==> config.mk <==
export PLATFORM = sky130hd
export DESIGN_NAME = tbt_result_serializer_flat
export DESIGN_NICKNAME = d
export VERILOG_FILES = /design/src/rtl/tbt_pkg.sv /design/src/rtl/tbt_result_serializer_if.sv /design/src/rtl/tbt_word_mux.sv /design/src/rtl/tbt_result_serializer.sv /design/src/flat_wrapper.sv
export SDC_FILE = /design/constraint.sdc
export NUM_CORES = 1
export LEC_CHECK = 0
export BUFFER_PORTS_ARGS = -buffer_cell sky130_fd_sc_hd__buf_2
export CORE_MARGIN = 10
export CORE_UTILIZATION = 51
export CTS_CLUSTER_SIZE = 25
export DETAILED_ROUTE_END_ITERATION = 12
export GPL_ROUTABILITY_DRIVEN = 0
export PLACE_DENSITY = 0.82
export SYNTH_ARGS = -nofsm -noshare
export SYNTH_HDL_FRONTEND = slang
export SYNTH_SLANG_ARGS = --single-unit
==> constraint.sdc <==
create_clock -name clk -period 4.41 [get_ports clk]
set_input_delay 0.2205 -clock clk [delete_from_list [all_inputs] [get_ports clk]]
set_output_delay 0.2205 -clock clk [all_outputs]
set_load 0.01 [all_outputs]
==> src/rtl/tbt_pkg.sv <==
// Shared definitions for the 2x2 tile datapath (loader, adder, serializer).
// Contents: the element width, the tile element count, the serializer state
// encoding, the emission-order type and the helper that maps an emission
// index to a buffer slot.
// Slot s holds element [s/2][s%2], i.e. bits s*WORD_W +: WORD_W of a tile.
package tbt_pkg;

  localparam int WORD_W = 32;
  localparam int TILE_N = 4;
  localparam int IDX_W  = 2;

  typedef enum logic [1:0] {
    ST_IDLE  = 2'd0,
    ST_ACK   = 2'd1,
    ST_DRAIN = 2'd2,
    ST_REARM = 2'd3
  } state_t;

  typedef enum logic {
    ORDER_ROW = 1'b0,
    ORDER_COL = 1'b1
  } order_t;

  // Column-major order walks the transposed tile, which is the same as
  // swapping the two index bits (row bit <-> column bit).
  function automatic logic [IDX_W-1:0] slot_of(input logic [IDX_W-1:0] idx,
                                               input order_t order);
    logic [IDX_W-1:0] slot;
    slot = (order == ORDER_COL) ? {idx[0], idx[1]} : idx;
    return slot;
  endfunction

endpackage

==> src/rtl/tbt_result_serializer_if.sv <==
// Word stream from the tile serializer toward the memory writer.
// Signals:
//   out_data  - current element (WORD_W bits)
//   out_valid - out_data is valid
//   out_ready - sink accepts the word when high together with out_valid
//   out_last  - marks the fourth word of a tile
// Modports: master (serializer side), slave (sink side).
interface tbt_result_serializer_if #(
  parameter int WORD_W = 32
);

  logic [WORD_W-1:0] out_data;
  logic              out_valid;
  logic              out_ready;
  logic              out_last;

  modport master (
    output out_data,
    output out_valid,
    output out_last,
    input  out_ready
  );

  modport slave (
    input  out_data,
    input  out_valid,
    input  out_last,
    output out_ready
  );

endinterface

==> src/rtl/tbt_word_mux.sv <==
// Combinational 4:1 selector that picks the element for emission index idx
// out of a buffered 2x2 tile.
// Ports:
//   tile - buffered tile, slot s at bits s*WORD_W +: WORD_W
//   idx  - emission index 0..3
//   word - selected element
// Build option: TBT_SERIALIZER_COL_MAJOR_EN selects column-major emission
// order; row-major otherwise.
module tbt_word_mux #(
  parameter int WORD_W = tbt_pkg::WORD_W
) (
  input  logic [4*WORD_W-1:0] tile,
  input  logic [1:0]          idx,
  output logic [WORD_W-1:0]   word
);
  import tbt_pkg::*;

`ifdef TBT_SERIALIZER_COL_MAJOR_EN
  localparam order_t ORDER = ORDER_COL;
`else
  localparam order_t ORDER = ORDER_ROW;
`endif

  logic [1:0] slot;

  always_comb begin
    slot = slot_of(idx, ORDER);
    word = tile[0*WORD_W +: WORD_W];
    case (slot)
      2'd0: word = tile[0*WORD_W +: WORD_W];
      2'd1: word = tile[1*WORD_W +: WORD_W];
      2'd2: word = tile[2*WORD_W +: WORD_W];
      2'd3: word = tile[3*WORD_W +: WORD_W];
      default: word = tile[0*WORD_W +: WORD_W];
    endcase
  end

endmodule

==> src/rtl/tbt_result_serializer.sv <==
// Tile result serializer: captures one 2x2 tile from the adder over the
// result_ready/result_ack handshake, then emits its four elements one word
// per beat on a valid/ready stream, so the adder is free as soon as the
// tile is captured.
// Ports:
//   clk, reset   - clock, synchronous active-high reset
//   result_ready - adder presents a tile on result
//   result       - tile, element [i][j] at bits (i*2+j)*WORD_W +: WORD_W
//   result_ack   - one-cycle pulse, tile captured
//   tile_count   - tiles fully emitted, wraps silently
//   out_if       - word stream (out_data/out_valid/out_ready/out_last)
// Build option: TBT_SERIALIZER_COL_MAJOR_EN selects column-major emission
// order (handled in tbt_word_mux); row-major otherwise.
module tbt_result_serializer #(
  parameter int WORD_W = tbt_pkg::WORD_W,
  parameter int CNT_W  = 16
) (
  input  logic                   clk,
  input  logic                   reset,
  input  logic                   result_ready,
  input  logic [4*WORD_W-1:0]    result,
  output logic                   result_ack,
  output logic [CNT_W-1:0]       tile_count,
  tbt_result_serializer_if.master out_if
);
  import tbt_pkg::*;

  state_t              state, state_n;
  logic [1:0]          idx, idx_n;
  logic                seen_low, seen_low_n;
  logic                ack_n;
  logic                valid, valid_n;
  logic [CNT_W-1:0]    cnt_n;
  logic                load;
  logic                beat;
  logic [4*WORD_W-1:0] tile_buf;
  logic [WORD_W-1:0]   word;

  assign beat = valid && out_if.out_ready;

  always_comb begin
    state_n    = state;
    idx_n      = idx;
    seen_low_n = seen_low;
    ack_n      = 1'b0;
    valid_n    = valid;
    cnt_n      = tile_count;
    load       = 1'b0;
    case (state)
      ST_IDLE: begin
        if (result_ready) begin
          load       = 1'b1;
          ack_n      = 1'b1;
          seen_low_n = 1'b0;
          state_n    = ST_ACK;
        end
      end
      ST_ACK: begin
        valid_n = 1'b1;
        idx_n   = 2'd0;
        state_n = ST_DRAIN;
      end
      ST_DRAIN: begin
        // The adder holds result_ready one cycle past the ack; remember
        // whether it has dropped so the same tile is not captured again.
        if (!result_ready) seen_low_n = 1'b1;
        if (beat) begin
          if (idx != 2'd3) begin
            idx_n = idx + 2'd1;
          end else begin
            valid_n = 1'b0;
            cnt_n   = tile_count + CNT_W'(1);
            state_n = (seen_low || !result_ready) ? ST_IDLE : ST_REARM;
          end
        end
      end
      ST_REARM: begin
        if (!result_ready) state_n = ST_IDLE;
      end
      default: state_n = ST_IDLE;
    endcase
  end

  always_ff @(posedge clk) begin
    if (reset) begin
      state      <= ST_IDLE;
      idx        <= 2'd0;
      seen_low   <= 1'b0;
      result_ack <= 1'b0;
      valid      <= 1'b0;
      tile_count <= '0;
    end else begin
      state      <= state_n;
      idx        <= idx_n;
      seen_low   <= seen_low_n;
      result_ack <= ack_n;
      valid      <= valid_n;
      tile_count <= cnt_n;
    end
  end

  // Data buffer carries no reset; it is only observable while valid is set.
  always_ff @(posedge clk) begin
    if (load) tile_buf <= result;
  end

  tbt_word_mux #(
    .WORD_W (WORD_W)
  ) u_word_mux (
    .tile (tile_buf),
    .idx  (idx),
    .word (word)
  );

  assign out_if.out_data  = valid ? word : '0;
  assign out_if.out_valid = valid;
  assign out_if.out_last  = valid && (idx == 2'd3);

endmodule

==> src/flat_wrapper.sv <==
// flat-port wrapper written by rule: the top's interface ports become plain ports
module tbt_result_serializer_flat import tbt_pkg::*;
#(
  parameter int WORD_W = tbt_pkg::WORD_W,
  parameter int CNT_W  = 16
)
  (clk, reset, result_ready, result, result_ack, tile_count, out_if_out_data, out_if_out_valid, out_if_out_last, out_if_out_ready);
  tbt_result_serializer_if #(.WORD_W(WORD_W)) out_if_i ();
  input  logic clk;
  input  logic reset;
  input  logic result_ready;
  input  logic [4*WORD_W-1:0] result;
  output logic result_ack;
  output logic [CNT_W-1:0] tile_count;
  output wire logic [$bits(out_if_i.out_data)-1:0] out_if_out_data;
  output wire logic [$bits(out_if_i.out_valid)-1:0] out_if_out_valid;
  output wire logic [$bits(out_if_i.out_last)-1:0] out_if_out_last;
  input wire logic [$bits(out_if_i.out_ready)-1:0] out_if_out_ready;
  assign out_if_out_data = out_if_i.out_data;
  assign out_if_out_valid = out_if_i.out_valid;
  assign out_if_out_last = out_if_i.out_last;
  assign out_if_i.out_ready = out_if_out_ready;
  tbt_result_serializer #(.WORD_W(WORD_W), .CNT_W(CNT_W)) u_core (.clk(clk), .reset(reset), .result_ready(result_ready), .result(result), .result_ack(result_ack), .tile_count(tile_count), .out_if(out_if_i));
endmodule
==> results.tsv, run 1 <==
stage	metric	value	unit
clock_network	postCtsHoldBufs	126	
critical_path	path_max_fanout	17	
finish	nets	860	
place	numPortBuffers	182	
clock_network	htree_levels	4	
synth	avgSynthCellArea	14.30	µm²
clock_network	root_buffer	clkbuf_16	
sta	post-route-period-util	63.10	%
power_and_ir_drop	p_clk_share	38.3	%
global_route	grt_max_degree	90	
sta	finalSetupTns	0	ns
detailed_routing	wl	18140	µm
synth	synth.top_cell.area_share	65.42	%
clock_network	cts_resized	0	
synth	syn-instance-count	411	
die	dieArea	0.01621	mm²
synth	synthTopCellsByArea	edfxtp_1 (65%), dfxtp_1 (7.8%), a222oi_1 (5.5%), and2_1 (3.5%), o21ai_0 (3.2%)	
synth	yosys_warnings	0	
power_and_ir_drop	internal_power	2.855	mW
clock_network	tritoncts	done	
sta	setup_violations	0	
power_and_ir_drop	totalPowerFinal	3.754	mW
sta	fin_skew	0.006023	ns
clock_network	clk-insertion-delay-late	0.42	ns
critical_path	cp_data_required_time	4.19	ns
finish	stdcell_count	875	
min_path	hold_path.class	in -> reg	
synth	synthTopCellsByCount	edfxtp_1 (128), nand2_1 (42), o21ai_0 (38)	
critical_path	critPathArrivalTime	2.56	ns
synth	synthAdderAreaFrac	1.917	%
place	dp_hpwl	9989	µm
global_route	grt_pass1_vias	5105	
power_and_ir_drop	powerDensity	427.9	mW/mm²
finish	drive_above_1_share	30.37	%
sta	worst_slew_pin_slew	1.153	ns
critical_path	crit_type	reg -> out	
power_and_ir_drop	switchingPower	0.8992	mW
detailed_routing	dr.pass1.iters	7	
clock_network	clkSinkCount	151	
global_route	grt_pass1_wl	27930	µm
detailed_routing	dr_total_vias	4859	
sta	timing.fmax	359.4	MHz
place	place_ws	1.985	ns
sta	min_period	2.783	ns
critical_path	start_kind	register	
detailed_routing	post-route-drc-count	0	
sta	drv_slew	0	
clock_network	postCtsSetupRepairBufs	0	
synth	synth_nets	552	
sta	rsz0062_at_grt	false	
synth	synth-seq-cells	151	
global_route	track_usage	22.15	%
detailed_routing	drt-vias-per-instance	5.553	
detailed_routing	post_drt_wl_per_cell	20.74	µm
power_and_ir_drop	ir_worst_vdd	0.0002837	V
status	status	completed	
synth	synth-simple-area-share	10.69	%
power_and_ir_drop	swShare	23.95	%
die	ios	183	
detailed_routing	drtAntennaViolNets	0	
job	drv_cap	0	
die	initial_core_util	51.68	%
synth	yosysTopAreaCell	edfxtp_1	
synth	synth_ff_type	edfxtp_1	
power_and_ir_drop	power_frac_comb	13.7	%
global_route	antenna_found_initial	1	
finish	synthToLayoutAreaGrowth	49.32	%
synth	netlist_area	0.005876	mm²
synth	synthArstFlopShare	0	%
synth	ys_types	32	
synth	synth_top_family_by_area	simple AND/OR/NAND/NOR gates	
sta	slew_headroom	23.17	%
synth	synth-compound-area-share	10.56	%
synth	yosysMostFrequentCell	edfxtp_1	
synth	synth.area.mux_share	0.1917	%
synth	synth_xor_area_share	1.193	%
clock_network	cts_max_path_buffers	2	
critical_path	endpoint_kind	output pin	
die	die_x	127.3	µm
sta	hold-worst-slack	0.01480	ns
global_route	grt_overflow	0	
power_and_ir_drop	power_leakage	3.531	nW
clock_network	numCtsBuffers	17	
sta	finalHoldViolCount	0	
clock_network	clk_pin_slew	0.06	ns
die	rows	39	
synth	ys_seq_area_share	73.25	%
die	die_y	127.3	µm
die	coreArea	0.01137	mm²
synth	synth_edf_count	128	
detailed_routing	drt_iter0_drc	624	
power_and_ir_drop	p_seq_share	48.0	%
sta	layout_setup_ws	1.627	ns
place	dp.cells	716	
-- sequential cells by signal (all words and copies together), names as in the netlist --
name                     flops
u_core.seen_low              1
u_core.out_if.out_valid      1
u_core.result_ack            1
u_core.state                 2
u_core.tile_count           16
u_core.tile_buf            128
u_core.idx                   2
-- layout by cell type (no fill, tap or decap), types with 6 or more instances in the layout --
cell type      count
nand3_1            7
edfxtp_1         128
and2_1            33
o21ai_0           38
nor2_1            14
inv_1              6
nand2_1           42
ha_1               8
buf_2            182
clkbuf_16         17
buf_4              6
a21oi_1           12
a222oi_1          32
dlygate4sd3_1    127
dfxtp_1           23
-- logic make-up after synthesis --
logic type                 after synthesis
muxes                                    1
AOI/OAI and AO/OA                       88
buffers and inverters                   33
DFF                                    151
and+or+nand+nor                        121
adders and majority gates                9
xor gates and xnor gates                 8
-- worst max-delay path: stages (launching register included) --
cell	delay (ns)
dfxtp_1	0.39
inv_1	0.10
ha_1	0.44
buf_4	0.32
a222oi_1	0.38
o21ai_0	0.15
and2_1	0.23
buf_2	0.14
-- layout make-up --
class	instances	area (µm²)
Clock buffer	18	429.2
Multi-Input combinational cell	227	1445
Timing Repair Buffer	315	2227
Sequential cell	151	4304
Inverter	7	28.78
Antenna cell	1	2.502
Fill cell	652	2596
Clock inverter	13	157.7
Tap cell	143	178.9
-- path summary, 6_finish.rpt --
kind,startpoint,to,slack (ns),depth (start not counted)
max,u_core.idx[0]$_SDFFE_PP0P_,out_if_out_data[8],1.63,7
min,result[21],u_core.tile_buf[21]$_DFFE_PP_,0.01,1
max reg2reg,u_core.idx[0]$_SDFFE_PP0P_,u_core.tile_count[14]$_SDFFE_PP0P_,1.94,5
min reg2reg,u_core.seen_low$_SDFFE_PP0P_,u_core.seen_low$_SDFFE_PP0P_,0.47,2
-- power by group through the flow --
| stage | combinational, mW | sequential, mW | clock, mW |
|---|---|---|---|
| after CTS | 0.503 | 1.80 | 1.45 |
| after detailed placement | 0.414 | 1.82 | 0 |
| after global routing | 0.562 | 1.81 | 1.51 |
| final | 0.515 | 1.80 | 1.44 |
| after global placement | 0.399 | 1.81 | 0 |
| after floorplan | 0.225 | 1.83 | 0 |
-- metal layers --
layer	global-route usage, %	up-vias	routed length (µm)
met1	24.90	2310	6587
li1	-	2203	-
met5	0	-	0
met4	10.11	0	499
met2	37.02	309	9135
met3	7.899	37	1921
-- stage by stage --
step | area (µm²) | util (%)
2_1_floorplan | 5876 | -
3_3_place_gp | 6913 | 60.80
3_5_place_dp | 6913 | 60.80
4_1_cts | 8761 | 77.06
5_1_grt | 8773 | 77.17
6_report | 8773 | 77.17
Note: power is estimated with default switching activity, not from simulation.
==> run 2, diff against run 1 <==
Clock period 4.41 ns to 2.92 ns, I/O delays scaled along.
==> results.tsv, run 2 (synthesis results as in run 1) <==
stage	metric	value	unit	change
clock_network	clkSinkCount	151		unchanged
status	status	completed		unchanged
min_path	hold_end	u_core.result_ack$_SDFF_PP0_		was u_core.tile_buf[21]$_DFFE_PP_
finish	stdcell_area	0.008785	mm²	was 0.008773 mm²
critical_path	endpoint_kind	output pin		unchanged
clock_network	clk-insertion-delay-late	0.42	ns	about the same
finish	drive_above_1_share	31.61	%	was 30.37%
detailed_routing	wl	18910	µm	was 18,140 µm
finish	nets	862		was 860
min_path	hold_path.class	in -> reg		unchanged
detailed_routing	dr_total_vias	4933		was 4,859
place	numPortBuffers	182		unchanged
global_route	track_usage	22.98	%	was 22.15%
detailed_routing	post_drt_wl_per_cell	21.52	µm	was 20.74 µm
finish	final_cell_mix	buf_2 (182), dlygate4sd3_1 (128), edfxtp_1 (128), nand2_1 (41), o21ai_0 (38)		was buf_2 (182), edfxtp_1 (128), dlygate4sd3_1 (127), nand2_1 (42), o21ai_0 (38)
critical_path	critPathArrivalTime	2.35	ns	was 2.56 ns
global_route	antenna_found_initial	1		unchanged
sta	drv_slew	0		unchanged
finish	synthToLayoutAreaGrowth	49.51	%	was 49.32%
place	place_area	0.006952	mm²	was 0.006913 mm²
sta	fin_skew	0.008340	ns	was 0.006023 ns
clock_network	postCtsSetupRepairBufs	0		unchanged
die	ios	183		unchanged
critical_path	r2r_start	u_core.state[0]$_SDFFE_PP0P_		was u_core.idx[0]$_SDFFE_PP0P_
critical_path	start_kind	register		unchanged
finish	top_register	u_core.tile_buf		unchanged
power_and_ir_drop	power_leakage	3.524	nW	was 3.531 nW
sta	slew_headroom	31.16	%	was 23.17%
global_route	grt_pass1_wl	28750	µm	was 27,930 µm
die	rows	39		unchanged
finish	reg_top3	u_core.tile_buf: 128 flops, u_core.tile_count: 16 flops		unchanged
min_path	hp-start	result_ready		was result[21]
detailed_routing	drt-vias-per-instance	5.612		was 5.553
power_and_ir_drop	powerDensity	634.3	mW/mm²	was 427.9 mW/mm²
die	dieArea	0.01621	mm²	unchanged
sta	timing.fmax	401.4	MHz	
sta	layout_setup_ws	0.4288	ns	was 1.627 ns
detailed_routing	drtAntennaViolNets	0		unchanged
critical_path	path_max_fanout	23		was 17
die	initial_core_util	51.68	%	unchanged
die	coreArea	0.01137	mm²	unchanged
clock_network	cts_max_path_buffers	2		unchanged
clock_network	tritoncts	done		unchanged
sta	min_period	2.491	ns	
sta	post-route-period-util	85.32	%	
sta	finalSetupTns	0	ns	unchanged
global_route	grt_overflow	0		unchanged
power_and_ir_drop	ir_worst_vdd	0.0006030	V	was 0.0002837 V
clock_network	htree_levels	4		unchanged
sta	setup_violations	0		unchanged
clock_network	root_buffer	clkbuf_16		unchanged
sta	worst_slew_pin_slew	1.033	ns	was 1.153 ns
min_path	whs_path_depth	3		was 1
detailed_routing	drt_iter0_drc	714		was 624
critical_path	r2r_cells	6		was 5
finish	layout_commonest_cell	buf_2		unchanged
sta	rsz0062_at_grt	false		unchanged
global_route	grt_max_degree	86		was 90
critical_path	cp_data_required_time	2.77	ns	was 4.19 ns
die	die_x	127.3	µm	unchanged
sta	finalHoldViolCount	0		unchanged
place	dp_hpwl	9846	µm	was 9989 µm
clock_network	clk_pin_slew	0.06	ns	about the same
die	die_y	127.3	µm	unchanged
finish	largest_register_ffs	128		unchanged
detailed_routing	post-route-drc-count	0		unchanged
job	drv_cap	0		unchanged
critical_path	r2r_setup_slack	0.52	ns	was 1.94 ns
critical_path	crit_type	reg -> out		unchanged
detailed_routing	dr.pass1.iters	6		was 7
global_route	grt_pass1_vias	5194		was 5,105
critical_path	r2r_end	u_core.tile_count[14]$_SDFFE_PP0P_		unchanged
place	place_ws	0.5541	ns	was 1.985 ns
clock_network	numCtsBuffers	17		unchanged
[run 2: how the worst max path moves through the flow]
stage / start / endpoint / slack [ns] / cells past startpoint
after detailed placement: u_core.state[0]$_SDFFE_PP0P_ / u_core.tile_count[14]$_SDFFE_PP0P_ / 0.55 / 6
after floorplan: u_core.state[1]$_SDFFE_PP0P_ / u_core.tile_buf[0]$_DFFE_PP_ / 0.007 / 4
after CTS: u_core.idx[0]$_SDFFE_PP0P_ / out_if_out_data[22] / 0.13 / 7
after global routing: u_core.idx[0]$_SDFFE_PP0P_ / out_if_out_data[23] / 0.24 / 7
after global placement: u_core.idx[0]$_SDFFE_PP0P_ / out_if_out_data[27] / 0.65 / 7
final: u_core.idx[0]$_SDFFE_PP0P_ / out_if_out_data[23] / 0.43 / 7
[run 2: worst max-delay path: stages (launching register included)]
cell,delay [ns]
dfxtp_1,0.38
inv_1,0.10
ha_2,0.38
buf_4,0.27
a222oi_1,0.37
o21ai_0,0.11
and2_1,0.17
buf_2,0.13
[run 2: through the flow]
step           total power [mW]  hold slack, ns  util, %  cells
3_3_place_gp              3.365          0.3219    61.14    717
4_1_cts                   5.532         0.03641    77.18    877
5_1_grt                   5.755         0.06439    77.26    879
2_1_floorplan             3.103          0.2107        -    411
3_5_place_dp              3.402          0.3241    61.14    717
6_report                  5.573         0.05700    77.26    879
[run 2: final cells by class]
class	instances	area, µm²
multi-input cells	227	1465
inverters	7	30.03
fillers	626	2585
flip-flops and latches	151	4307
clock inverters	15	116.4
well taps	143	178.9
clock buffers	17	425.4
diodes	2	5.005
repair buffers	317	2257
[run 2: timing repair]
| item | in CTS | in global routing |
|---|---|---|
| hold endpoints to repair | 128 | 0 |
| setup endpoints to repair | 0 | 9 |
| hold buffers | 128 | 0 |
| gates resized for setup | 0 | 2 |
[run 2: where the power goes]
part | internal (mW) | switching (mW) | total [mW]
Clock | 1.11 | 0.940 | 2.04
Sequential | 2.64 | 0.0854 | 2.73
Combinational | 0.349 | 0.451 | 0.800
Total | 4.10 | 1.48 | 5.57
[run 2: routing by layer]
metal | routed length [µm] | vias up | GRT usage (%)
met2 | 9483 | 318 | 38.20
met5 | 0 | - | 0
li1 | - | 2210 | -
met1 | 6834 | 2370 | 26.23
met3 | 2202 | 35 | 9.222
met4 | 392 | 0 | 8.305
